[src/rtl/sw_pkg.sv]
// Shared constants and state encoding for the slide-switch debouncer.
package sw_pkg;

    localparam int unsigned N_SW_DEF            = 10;
    localparam int unsigned DEBOUNCE_CYCLES_DEF = 500000;
    localparam int unsigned CNT_W_DEF           = 20;

    typedef enum logic {
        ST_STABLE   = 1'b0,
        ST_COUNTING = 1'b1
    } db_state_e;

endpackage

[src/rtl/sw_debounce_if.sv]
// Switch conditioning bus: raw pins in, debounced levels and change pulses out.
interface sw_debounce_if
    import sw_pkg::*;
#(
    parameter int unsigned N_SW = N_SW_DEF
);

    logic [N_SW-1:0] sw_raw;
    logic [N_SW-1:0] sw_out;
    logic [N_SW-1:0] sw_changed;
    logic            any_change;

    modport master (
        output sw_raw,
        input  sw_out,
        input  sw_changed,
        input  any_change
    );

    modport slave (
        input  sw_raw,
        output sw_out,
        output sw_changed,
        output any_change
    );

endinterface

[src/rtl/sw_debounce_bit.sv]
// One switch channel: two-flop synchronizer, stability counter and accept FSM.
module sw_debounce_bit
    import sw_pkg::*;
#(
    parameter int unsigned DEBOUNCE_CYCLES = DEBOUNCE_CYCLES_DEF,
    parameter int unsigned CNT_W           = CNT_W_DEF
) (
    input  logic clk,
    input  logic reset_n,
    input  logic raw,
    output logic level,
    output logic changed
);

    localparam logic [CNT_W-1:0] CNT_LAST = CNT_W'(DEBOUNCE_CYCLES - 1);

    logic             sync1_q;
    logic             sync2_q;
    db_state_e        state_q, state_d;
    logic [CNT_W-1:0] cnt_q, cnt_d;
    logic             level_q, level_d;
    logic             changed_q, changed_d;

    always_ff @(posedge clk or negedge reset_n) begin
        if (!reset_n) begin
            sync1_q   <= 1'b0;
            sync2_q   <= 1'b0;
            state_q   <= ST_STABLE;
            cnt_q     <= '0;
            level_q   <= 1'b0;
            changed_q <= 1'b0;
        end else begin
            sync1_q   <= raw;
            sync2_q   <= sync1_q;
            state_q   <= state_d;
            cnt_q     <= cnt_d;
            level_q   <= level_d;
            changed_q <= changed_d;
        end
    end

    // Counter only runs while sync2 disagrees with the accepted level; any return resets it.
    always_comb begin
        state_d   = state_q;
        cnt_d     = cnt_q;
        level_d   = level_q;
        changed_d = 1'b0;
        unique case (state_q)
            ST_STABLE: begin
                if (sync2_q != level_q) begin
                    state_d = ST_COUNTING;
                    cnt_d   = CNT_W'(1);
                end
            end
            ST_COUNTING: begin
                if (sync2_q == level_q) begin
                    state_d = ST_STABLE;
                    cnt_d   = '0;
                end else if (cnt_q == CNT_LAST) begin
                    state_d   = ST_STABLE;
                    cnt_d     = '0;
                    level_d   = sync2_q;
                    changed_d = 1'b1;
                end else begin
                    cnt_d = cnt_q + CNT_W'(1);
                end
            end
            default: begin
                state_d = ST_STABLE;
                cnt_d   = '0;
            end
        endcase
    end

    assign level   = level_q;
    assign changed = changed_q;

endmodule

[src/rtl/sw_debounce.sv]
// Debounces N_SW asynchronous slide switches into a clean registered vector plus change pulses.
module sw_debounce
    import sw_pkg::*;
#(
    parameter int unsigned N_SW            = N_SW_DEF,
    parameter int unsigned DEBOUNCE_CYCLES = DEBOUNCE_CYCLES_DEF,
    parameter int unsigned CNT_W           = CNT_W_DEF
) (
    input  logic         clk,
    input  logic         reset_n,
    sw_debounce_if.slave sw
);

    logic [N_SW-1:0] level_w;
    logic [N_SW-1:0] changed_w;

    for (genvar i = 0; i < N_SW; i++) begin : g_bit
        sw_debounce_bit #(
            .DEBOUNCE_CYCLES (DEBOUNCE_CYCLES),
            .CNT_W           (CNT_W)
        ) u_bit (
            .clk     (clk),
            .reset_n (reset_n),
            .raw     (sw.sw_raw[i]),
            .level   (level_w[i]),
            .changed (changed_w[i])
        );
    end

    assign sw.sw_out     = level_w;
    assign sw.sw_changed = changed_w;
    assign sw.any_change = |changed_w;

endmodule

[src/flat_wrapper.sv]
// flat-port wrapper written by rule: the top's interface ports become plain ports
module sw_debounce_flat import sw_pkg::*;
#(
    parameter int unsigned N_SW            = N_SW_DEF,
    parameter int unsigned DEBOUNCE_CYCLES = DEBOUNCE_CYCLES_DEF,
    parameter int unsigned CNT_W           = CNT_W_DEF
)
  (clk, reset_n, sw_sw_raw, sw_sw_out, sw_sw_changed, sw_any_change);
  sw_debounce_if #(.N_SW(N_SW)) sw_i ();
  input  logic clk;
  input  logic reset_n;
  input wire logic [$bits(sw_i.sw_raw)-1:0] sw_sw_raw;
  output wire logic [$bits(sw_i.sw_out)-1:0] sw_sw_out;
  output wire logic [$bits(sw_i.sw_changed)-1:0] sw_sw_changed;
  output wire logic [$bits(sw_i.any_change)-1:0] sw_any_change;
  assign sw_i.sw_raw = sw_sw_raw;
  assign sw_sw_out = sw_i.sw_out;
  assign sw_sw_changed = sw_i.sw_changed;
  assign sw_any_change = sw_i.any_change;
  sw_debounce #(.N_SW(N_SW), .DEBOUNCE_CYCLES(DEBOUNCE_CYCLES), .CNT_W(CNT_W)) u_core (.clk(clk), .reset_n(reset_n), .sw(sw_i));
endmodule
[config.mk]
export PLATFORM = sky130hd
export DESIGN_NAME = sw_debounce_flat
export DESIGN_NICKNAME = d
export VERILOG_FILES = /design/src/rtl/sw_pkg.sv /design/src/rtl/sw_debounce_if.sv /design/src/rtl/sw_debounce_bit.sv /design/src/rtl/sw_debounce.sv /design/src/flat_wrapper.sv
export SDC_FILE = /design/constraint.sdc
export NUM_CORES = 1
export LEC_CHECK = 0
export CAP_MARGIN = 0
export CORE_UTILIZATION = 60
export CTS_CLUSTER_SIZE = 14
export DETAILED_ROUTE_END_ITERATION = 10
export PLACE_DENSITY = 0.78
export SYNTH_ARGS = -nofsm -noshare
export SYNTH_HDL_FRONTEND = slang
export SYNTH_SLANG_ARGS = --single-unit
[constraint.sdc]
create_clock -name clk -period 2.5 [get_ports clk]
set_input_delay 0.625 -clock clk [delete_from_list [all_inputs] [get_ports clk]]
set_output_delay 0.625 -clock clk [all_outputs]
set_load 0.05 [all_outputs]
# == Word level (Yosys, flattened, before mapping) ==
# Index checks and enable logic that the tools add are counted.
# Widths: inputs -> output; s select.
# word_totals
ff_bits,250
out_inout_bits,21
word_cells,251
input_bits,12
# classes
n_addsub,10
bitwise_logic,20
n_mux,110
n_reduce_logical,11
n_eq_ne,40
# op_table
operator,count
$mux 20,30
$pmux 20 s2,10
$add 20x1->20 const B,10
$eq 20x19->1 const B,10
$mux 1,60
$reduce_and 3->1,10
$ne 2x2->1 const B,10
$not 1->1,20
$pmux 1 s2,10
$eq 1x1->1,10
$ne 1x1->1,10
$reduce_or 10->1,1

# == Logic depth before layout (Yosys ltp) ==
# logic_depth
word_depth,4
ltp_mapped,9
ltp_nobuf,6

# == By module ==
# Synthesis repeated with hierarchy kept, for this count alone.
# unflattened
cells_unflattened,1524
hier_area_um2,14174.8
# by_module_without_submodules
module,instances,seq_area_each_um2,area_each_um2,cells_each
sw_debounce_bit (u_core.g_bit[0].u_bit ...),8,625.6,1421.4,153
sw_debounce_bit (u_core.g_bit[3].u_bit),1,625.6,1436.4,154
sw_debounce_bit (u_core.g_bit[9].u_bit),1,625.6,1346.3,142
sw_debounce,1,0.0,21.3,4

# == Worst setup path before layout ==
# OpenSTA, ideal clock, no wires.
# synth_timing
path_type,register to register
start,reg u_core.g_bit[3].u_bit.cnt_q[5]
end,reg u_core.g_bit[3].u_bit.cnt_q[18]
arrival_time_ps,2023
period_less_slack_ps,2149
n_path_buf,3
required_time_ps,2374
setup_time_ps,126
setup_slack_ps,351
stages_incl_launch_ff,8
path_cell_list,dfrtp_1 > buf_6 > or4_1 > or3_1 > o211a_1 > buf_6 > buf_6 > a221o_1
# synth_via
elab_chain_len,4
word_cells_on_any_way,5
cone_classes,add/sub (1); eq/ne (1); mux (3)
# synth_lines
item,line_no,source
from (decl),sw_debounce_bit.sv:20,"logic [CNT_W-1:0] cnt_q, cnt_d;"
from (signal assigned),sw_debounce_bit.sv:36,cnt_q <= cnt_d;
$add 20x1->20 / $eq 20x19->1 (equally long branches),"sw_debounce_bit.sv:65, sw_debounce_bit.sv:59",
$mux 20 (*),sw_debounce_bit.sv:59,end else if (cnt_q == CNT_LAST) begin
$mux 20 (*),sw_debounce_bit.sv:56,if (sync2_q == level_q) begin
$pmux 20 s2 (*),sw_debounce_bit.sv:48,unique case (state_q)
# Every way passes the cells marked *; elsewhere a longest branch is shown, timed or not.
# A chain may end at the register's enable or synchronous reset.

# == Final worst setup path ==
# layout_timing
start,reg u_core.g_bit[6].u_bit.changed_q
end,out sw_sw_changed[6]
# layout_lines
item,line_no,source
from (decl),sw_debounce_bit.sv:22,"logic changed_q, changed_d;"
from (signal assigned),sw_debounce_bit.sv:38,changed_q <= changed_d;
to (decl),flat_wrapper.sv:14,output wire logic [$bits(sw_i.sw_changed)-1:0] sw_sw_changed;
# No word-level cell between the ends.

==> impl_metrics.json <==
{
  "intPower_mw": 7.09,
  "finalCriticalPeriod_ps": 2470,
  "gp_congestion": 0.863,
  "antenna_found_initial": 0,
  "powerDensity_mw_per_mm2": 626,
  "numCtsBuffers": 28,
  "seq_area_frac_synth_pct": 47.7,
  "p_sw_share_pct": 22.8,
  "multiInputGateArea_mm2": 0.00624,
  "hold_slack_ps": 31.0,
  "syn_area_per_cell_um2": 9.10,
  "ys_ff_latch": 250,
  "synth-edff-count": 0,
  "synth.area.top_cells": "dfrtp_1 48%, a31oi_1 6.2%, nand2_1 4.5%",
  "grt_pass1_wl_um": 48500,
  "netlist_instances": 1440,
  "slew_headroom_pct": 50.0,
  "drive_gt1_share_pct": 7.89,
  "initial_utilization_pct": 61.8,
  "h-tree-depth": 1,
  "clock_sinks": 250,
  "grt-ovfl-total": 0,
  "seq_area_mm2": 0.00626,
  "yosysMostFrequentCell": "dfrtp_1",
  "clock_skew_ps": 9.24,
  "hold_violations": 0,
  "grt.total_usage_pct": 26.0,
  "worst-path-buf-inv": 1,
  "post_cts_buffers": 0,
  "synth_ff_type": "dfrtp_1",
  "drtIter0Drc": 956,
  "synthTopCellsByCount": "250 x dfrtp_1, 157 x nand2_1, 129 x a31oi_1",
  "r2r_end": "u_core.g_bit[9].u_bit.cnt_q[17]$_DFFE_PN0P_",
  "coreArea_mm2": 0.0212,
  "synthDistinctLibCells": 60,
  "cts_buffer_depth": 3,
  "cts_tree": "built",
  "die_x_um": 150,
  "reg2reg_depth": 5,
  "io_buffers": 32,
  "ctsResizeCount": 1,
  "ctsRootBufferMaster": "clkbuf_16",
  "critPathSlowestCell": "clkdlybuf4s50_1",
  "viasPerCell": 6.41,
  "syn2layout_area_growth_pct": 12.1,
  "setup_tns_ps": 0,
  "p_sw_mw": 2.10,
  "yosysTopAreaCell": "dfrtp_1",
  "synth_top_area_share_pct": 47.7,
  "clkLatencyLatePin_ps": 540,
  "wl_per_cell_um": 16.3,
  "crit_type": "reg2out",
  "cp_cell_sequence": "clkdlybuf4s50_1",
  "dieHeight_um": 150,
  "nets": 1470,
  "syn_area_mm2": 0.0131,
  "drv_slew": 0,
  "combPwrFrac_pct": 5.7,
  "finalWirelength_um": 28400,
  "end_kind": "output port",
  "rsz0062_at_grt": "no",
  "clk_pin_slew_ps": 60,
  "antenna_cells": 0,
  "drtPass1Iterations": 5,
  "worst_slew_pin_slew_ps": 743,
  "io_pins": 33,
  "p_seq_share_pct": 46.0,
  "async_reset_ff_share_pct": 100,
  "maxCapViolations": 0,
  "start_kind": "register",
  "crit-reg2reg-launch": "u_core.g_bit[9].u_bit.cnt_q[12]$_DFFE_PN0P_",
  "setup_viol": 0,
  "cp_max_fo": 2,
  "status": "finished, final reports clean",
  "total_leakage_power_nw": 6.13,
  "hold_path_class": "in2async",
  "r2r_slack_ps": 180,
  "rows": 53,
  "grt_pass1_vias": 10300,
  "crit_family": "buffers and inverters",
  "yosysWarnings": 0,
  "timing.final.crit_share_pct": 98.7,
  "die-area_mm2": 0.0224,
  "grt_max_degree": 61,
  "ir_drop_uv": 538,
  "drtAntennaViolNets": 0,
  "required_ps": 1880,
  "hold_buffers": 0,
  "post-dp-hpwl_um": 19000,
  "arrival_ps": 1840,
  "drc": 0,
  "clkPwrFrac_pct": 48.4,
  "route.vias.total": 11200,
  "fillerInstances": 1635,
  "cp_slowest_stage_delay_ps": 850,
  "max_freq_mhz": 405,
  "syn_nets": 1462
}
[worst max path at each step]
stage / startpoint / endpoint / slack, ps / depth (start not counted)
4_1_cts: u_core.g_bit[6].u_bit.changed$_DFF_PN0_ / sw_sw_changed[6] / 10 / 1
3_3_place_gp: u_core.g_bit[3].u_bit.cnt_q[12]$_DFFE_PN0P_ / u_core.g_bit[3].u_bit.cnt_q[4]$_DFFE_PN0P_ / 290 / 6
3_5_place_dp: u_core.g_bit[3].u_bit.cnt_q[0]$_DFFE_PN0P_ / u_core.g_bit[3].u_bit.cnt_q[4]$_DFFE_PN0P_ / 230 / 7
6_report: u_core.g_bit[6].u_bit.changed$_DFF_PN0_ / sw_sw_changed[6] / 30 / 1
5_1_grt: u_core.g_bit[7].u_bit.level$_DFFE_PN0P_ / sw_sw_out[7] / 3 / 1
2_1_floorplan: u_core.g_bit[3].u_bit.cnt_q[5]$_DFFE_PN0P_ / u_core.g_bit[3].u_bit.cnt_q[18]$_DFFE_PN0P_ / 350 / 7
[cells in the final DEF, fill, tap and decap left out, types with 18 or more instances in the layout]
master	netlist	final
nand2b_1	31	31
nor2_1	83	83
clkdlybuf4s50_1	0	26
nor4_1	25	25
a41oi_1	36	36
a31oi_1	129	129
mux2i_1	18	18
nor3_1	27	27
nand2_1	157	157
clkbuf_16	0	29
and3_1	25	25
nand3_1	105	105
a21oi_1	112	108
inv_1	42	42
o21ai_0	63	63
dfrtp_1	250	250
nand4_1	52	52
a22o_1	22	22
buf_4	20	33
[logic make-up after synthesis]
group / synth area share, %
adders and majority gates: 0.955
AOI/OAI and AO/OA: 19.6
DFF: 47.7
and+or+nand+nor: 23.3
muxes: 2.41
buffers and inverters: 4.77
xor gates and xnor gates: 1.27
[metrics by stage]
stage / setup slack, ps / total power [mW] / area (µm²) / utilization, % / cells
floorplan: 351 / 4.60 / 13100 / - / 1440
global placement: 285 / 4.79 / 13700 / 64.4 / 1693
detailed placement: 226 / 4.82 / 13700 / 64.4 / 1693
CTS: 11.4 / 9.28 / 14700 / 69.2 / 1745
global route: 3.26 / 9.55 / 14700 / 69.2 / 1745
finish: 31.3 / 9.20 / 14700 / 69.2 / 1745
[power by group through the flow]
stage	combinational, mW	sequential, mW	clock, mW
6_report	0.520	4.23	4.45
5_1_grt	0.592	4.24	4.71
4_1_cts	0.526	4.23	4.53
3_5_place_dp	0.522	4.30	0
3_3_place_gp	0.501	4.29	0
2_1_floorplan	0.327	4.27	0
[flip-flops by register name, summed over array words and instances, names as in the netlist]
| register | cells |
|---|---|
| u_core.g_bit.u_bit.cnt_q | 200 |
| u_core.g_bit.u_bit.state_q | 10 |
| u_core.g_bit.u_bit.level | 10 |
| u_core.g_bit.u_bit.sync1_q | 10 |
| u_core.g_bit.u_bit.sync2_q | 10 |
| u_core.g_bit.u_bit.changed | 10 |
[area by class of cell]
cell class              count  share of cell area [%]
inverters                  42                    1.07
multi-input cells        1057                    42.5
flip-flops and latches    250                    42.6
clock inverters            14                    1.45
clock buffers              38                    5.51
repair buffers             69                    4.56
well taps                 275                    2.34
[routing by layer]
metal  GRT usage [%]  vias up  share of wire, %
li1                -     5408                 -
met2            43.1      318                48
met5               0        -                 0
met1            35.0     5415                45
met4            8.54        0               2.2
met3            3.96       44               5.0
No activity file was read; power rests on OpenSTA's default activity.
==> RTL change, RTL diff (same settings) <==
`N_SW_DEF`: 10 -> 11.
--- a/src/rtl/sw_pkg.sv
+++ b/src/rtl/sw_pkg.sv
@@ -3,3 +3,3 @@
 
-    localparam int unsigned N_SW_DEF            = 10;
+    localparam int unsigned N_SW_DEF            = 11;
     localparam int unsigned DEBOUNCE_CYCLES_DEF = 500000;
Ports: changed (resized sw_sw_changed, sw_sw_out and sw_sw_raw); port bits go from 33 to 36. The function was not compared with the original's and may differ.
==> RTL change against the original RTL <==
Core utilization shrank 0.75 points; final area grew 9.7%; synthesized area up 10%; sequential cell count rose by 25; combinational power is 15% higher; power increased by 5.6%; setup slack better by 0.029 ns; critical path depth did not move; register-to-register slack worse by 0.03 ns; wire length grew 9.8%; critical path type unchanged.
==> RTL change: results (changes against the original RTL) <==
status:
  status: "finished clean"  # unchanged
finish:
  antenna_cells: 0  # unchanged
  drive_gt1_frac: 0.0883  # was 0.0789
  largest_register_ffs: 220  # was 200
  fillers: 1860  # was 1635
route:
  dr_wl_met3_um: 1570  # was 1410 um
  wl_met1_um: 14500  # was 12700 um
  wirelength_um: 31200  # was 28400 um
  wl_per_cell_um: 16.2  # was 16.3 um
  vias_per_cell: 6.41  # about the same
  first_pass_iters: 6  # was 5
  drt_iter0_drc: 931  # was 956
  routed-wl-met2_um: 14600  # was 13700 um
setup_path:
  crit_end: "sw_sw_changed[10]"  # was sw_sw_changed[6]
  reg2reg_to: "u_core.g_bit[6].u_bit.cnt_q[13]"  # was u_core.g_bit[9].u_bit.cnt_q[17]
  max_stage_delay_ns: 0.84
  arrival_ns: 1.81  # was 1.84 ns
  rr_startpoint: "u_core.g_bit[6].u_bit.cnt_q[8]"  # was u_core.g_bit[9].u_bit.cnt_q[12]
  regToRegSetupSlack_ns: 0.15  # was 0.18 ns
  worstSetupStartpoint: "u_core.g_bit[10].u_bit.changed"  # was u_core.g_bit[6].u_bit.changed
power:
  max-vdd-ir-drop_mv: 0.617  # was 0.538 mV
  power_mw: 9.71  # was 9.20 mW
  switching_share: 0.232  # was 0.228
  comb_power_mw: 0.599  # was 0.520 mW
  power.leakage_nw: 6.70  # was 6.13 nW
  pwr-share-clk: 0.456  # was 0.484
clock_tree:
  cts_buffers: 29  # was 28
  cts-root-buf: "clkbuf_16"  # unchanged
  htree_num_levels: 1  # unchanged
min_path:
  hp-class: "reg2reg"  # was in2async
  hp-start: "u_core.g_bit[4].u_bit.sync1_q"
global_routing:
  grt_use_met3: 0.0339  # was 0.0396
  grt_use_met1: 0.365  # was 0.350
  track_usage: 0.256  # was 0.260
  met2_usage: 0.412  # was 0.431
  grt_pass1_wl_um: 53000  # was 48500 um
  grt_max_degree: 83  # was 61
  grt_pass1_vias: 11330  # was 10276
placement:
  dpl_cell_area_sq_mm: 0.0151  # was 0.0137 sq mm
  dp_cells: 1874  # was 1693
  port_buffers: 35  # was 32
  dp_hpwl_um: 20600  # was 19000 um
  pre_cts_slack_ns: 0.101  # was 0.226 ns
  gp_congestion: 0.841  # was 0.863
yosys:
  seq_area_frac_synth: 0.477  # about the same
  synth_commonest_cells: "dfrtp_1 (275), nand2_1 (164), a31oi_1 (133)"  # was dfrtp_1 (250), nand2_1 (157), a31oi_1 (129)
  postSynthCellCount: 1567  # was 1440
  syn_nets: 1591  # was 1462
  synth_cell_types: 66  # was 60
  ys_top_cells_by_area: "dfrtp_1 (48%), a31oi_1 (5.8%), nand2_1 (4.3%)"  # was dfrtp_1 (48%), a31oi_1 (6.2%), nand2_1 (4.5%)
sta:
  skew_ns: 0.0168  # was 0.00924 ns
  worst_pin_slew_ns: 0.819  # was 0.743 ns
  post-route-period-util: 0.976  # was 0.987
  hold-worst-slack_ns: 0.347  # was 0.0310 ns
==> RTL change: what timing repair did <==
action                                 CTS  global route
setup endpoints to repair                0            21
endpoints found under the hold margin   22             0
setup buffers                            0             0
gates resized for setup                  0             3
hold buffers                             1             0
==> RTL change: kinds of logic after synthesis <==
| logic type | count (synthesis) | synth area share |
|---|---|---|
| AOI/OAI and AO/OA | 474 | 0.211 |
| and+or+nand+nor | 630 | 0.229 |
| xor gates and xnor gates | 15 | 0.00911 |
| buffers and inverters | 135 | 0.0439 |
| muxes | 27 | 0.0200 |
| adders and majority gates | 11 | 0.00954 |
| DFF | 275 | 0.477 |
==> RTL change: final cells by class <==
type / count / area (sq um) / area share
clock inverter: 12 / 140 / 0.00869
inverter: 42 / 158 / 0.00978
sequential: 275 / 6880 / 0.427
multi-input combinational: 1157 / 6930 / 0.430
timing repair buffer: 82 / 758 / 0.0470
clock buffer: 40 / 857 / 0.0532
tap: 319 / 399 / 0.0248
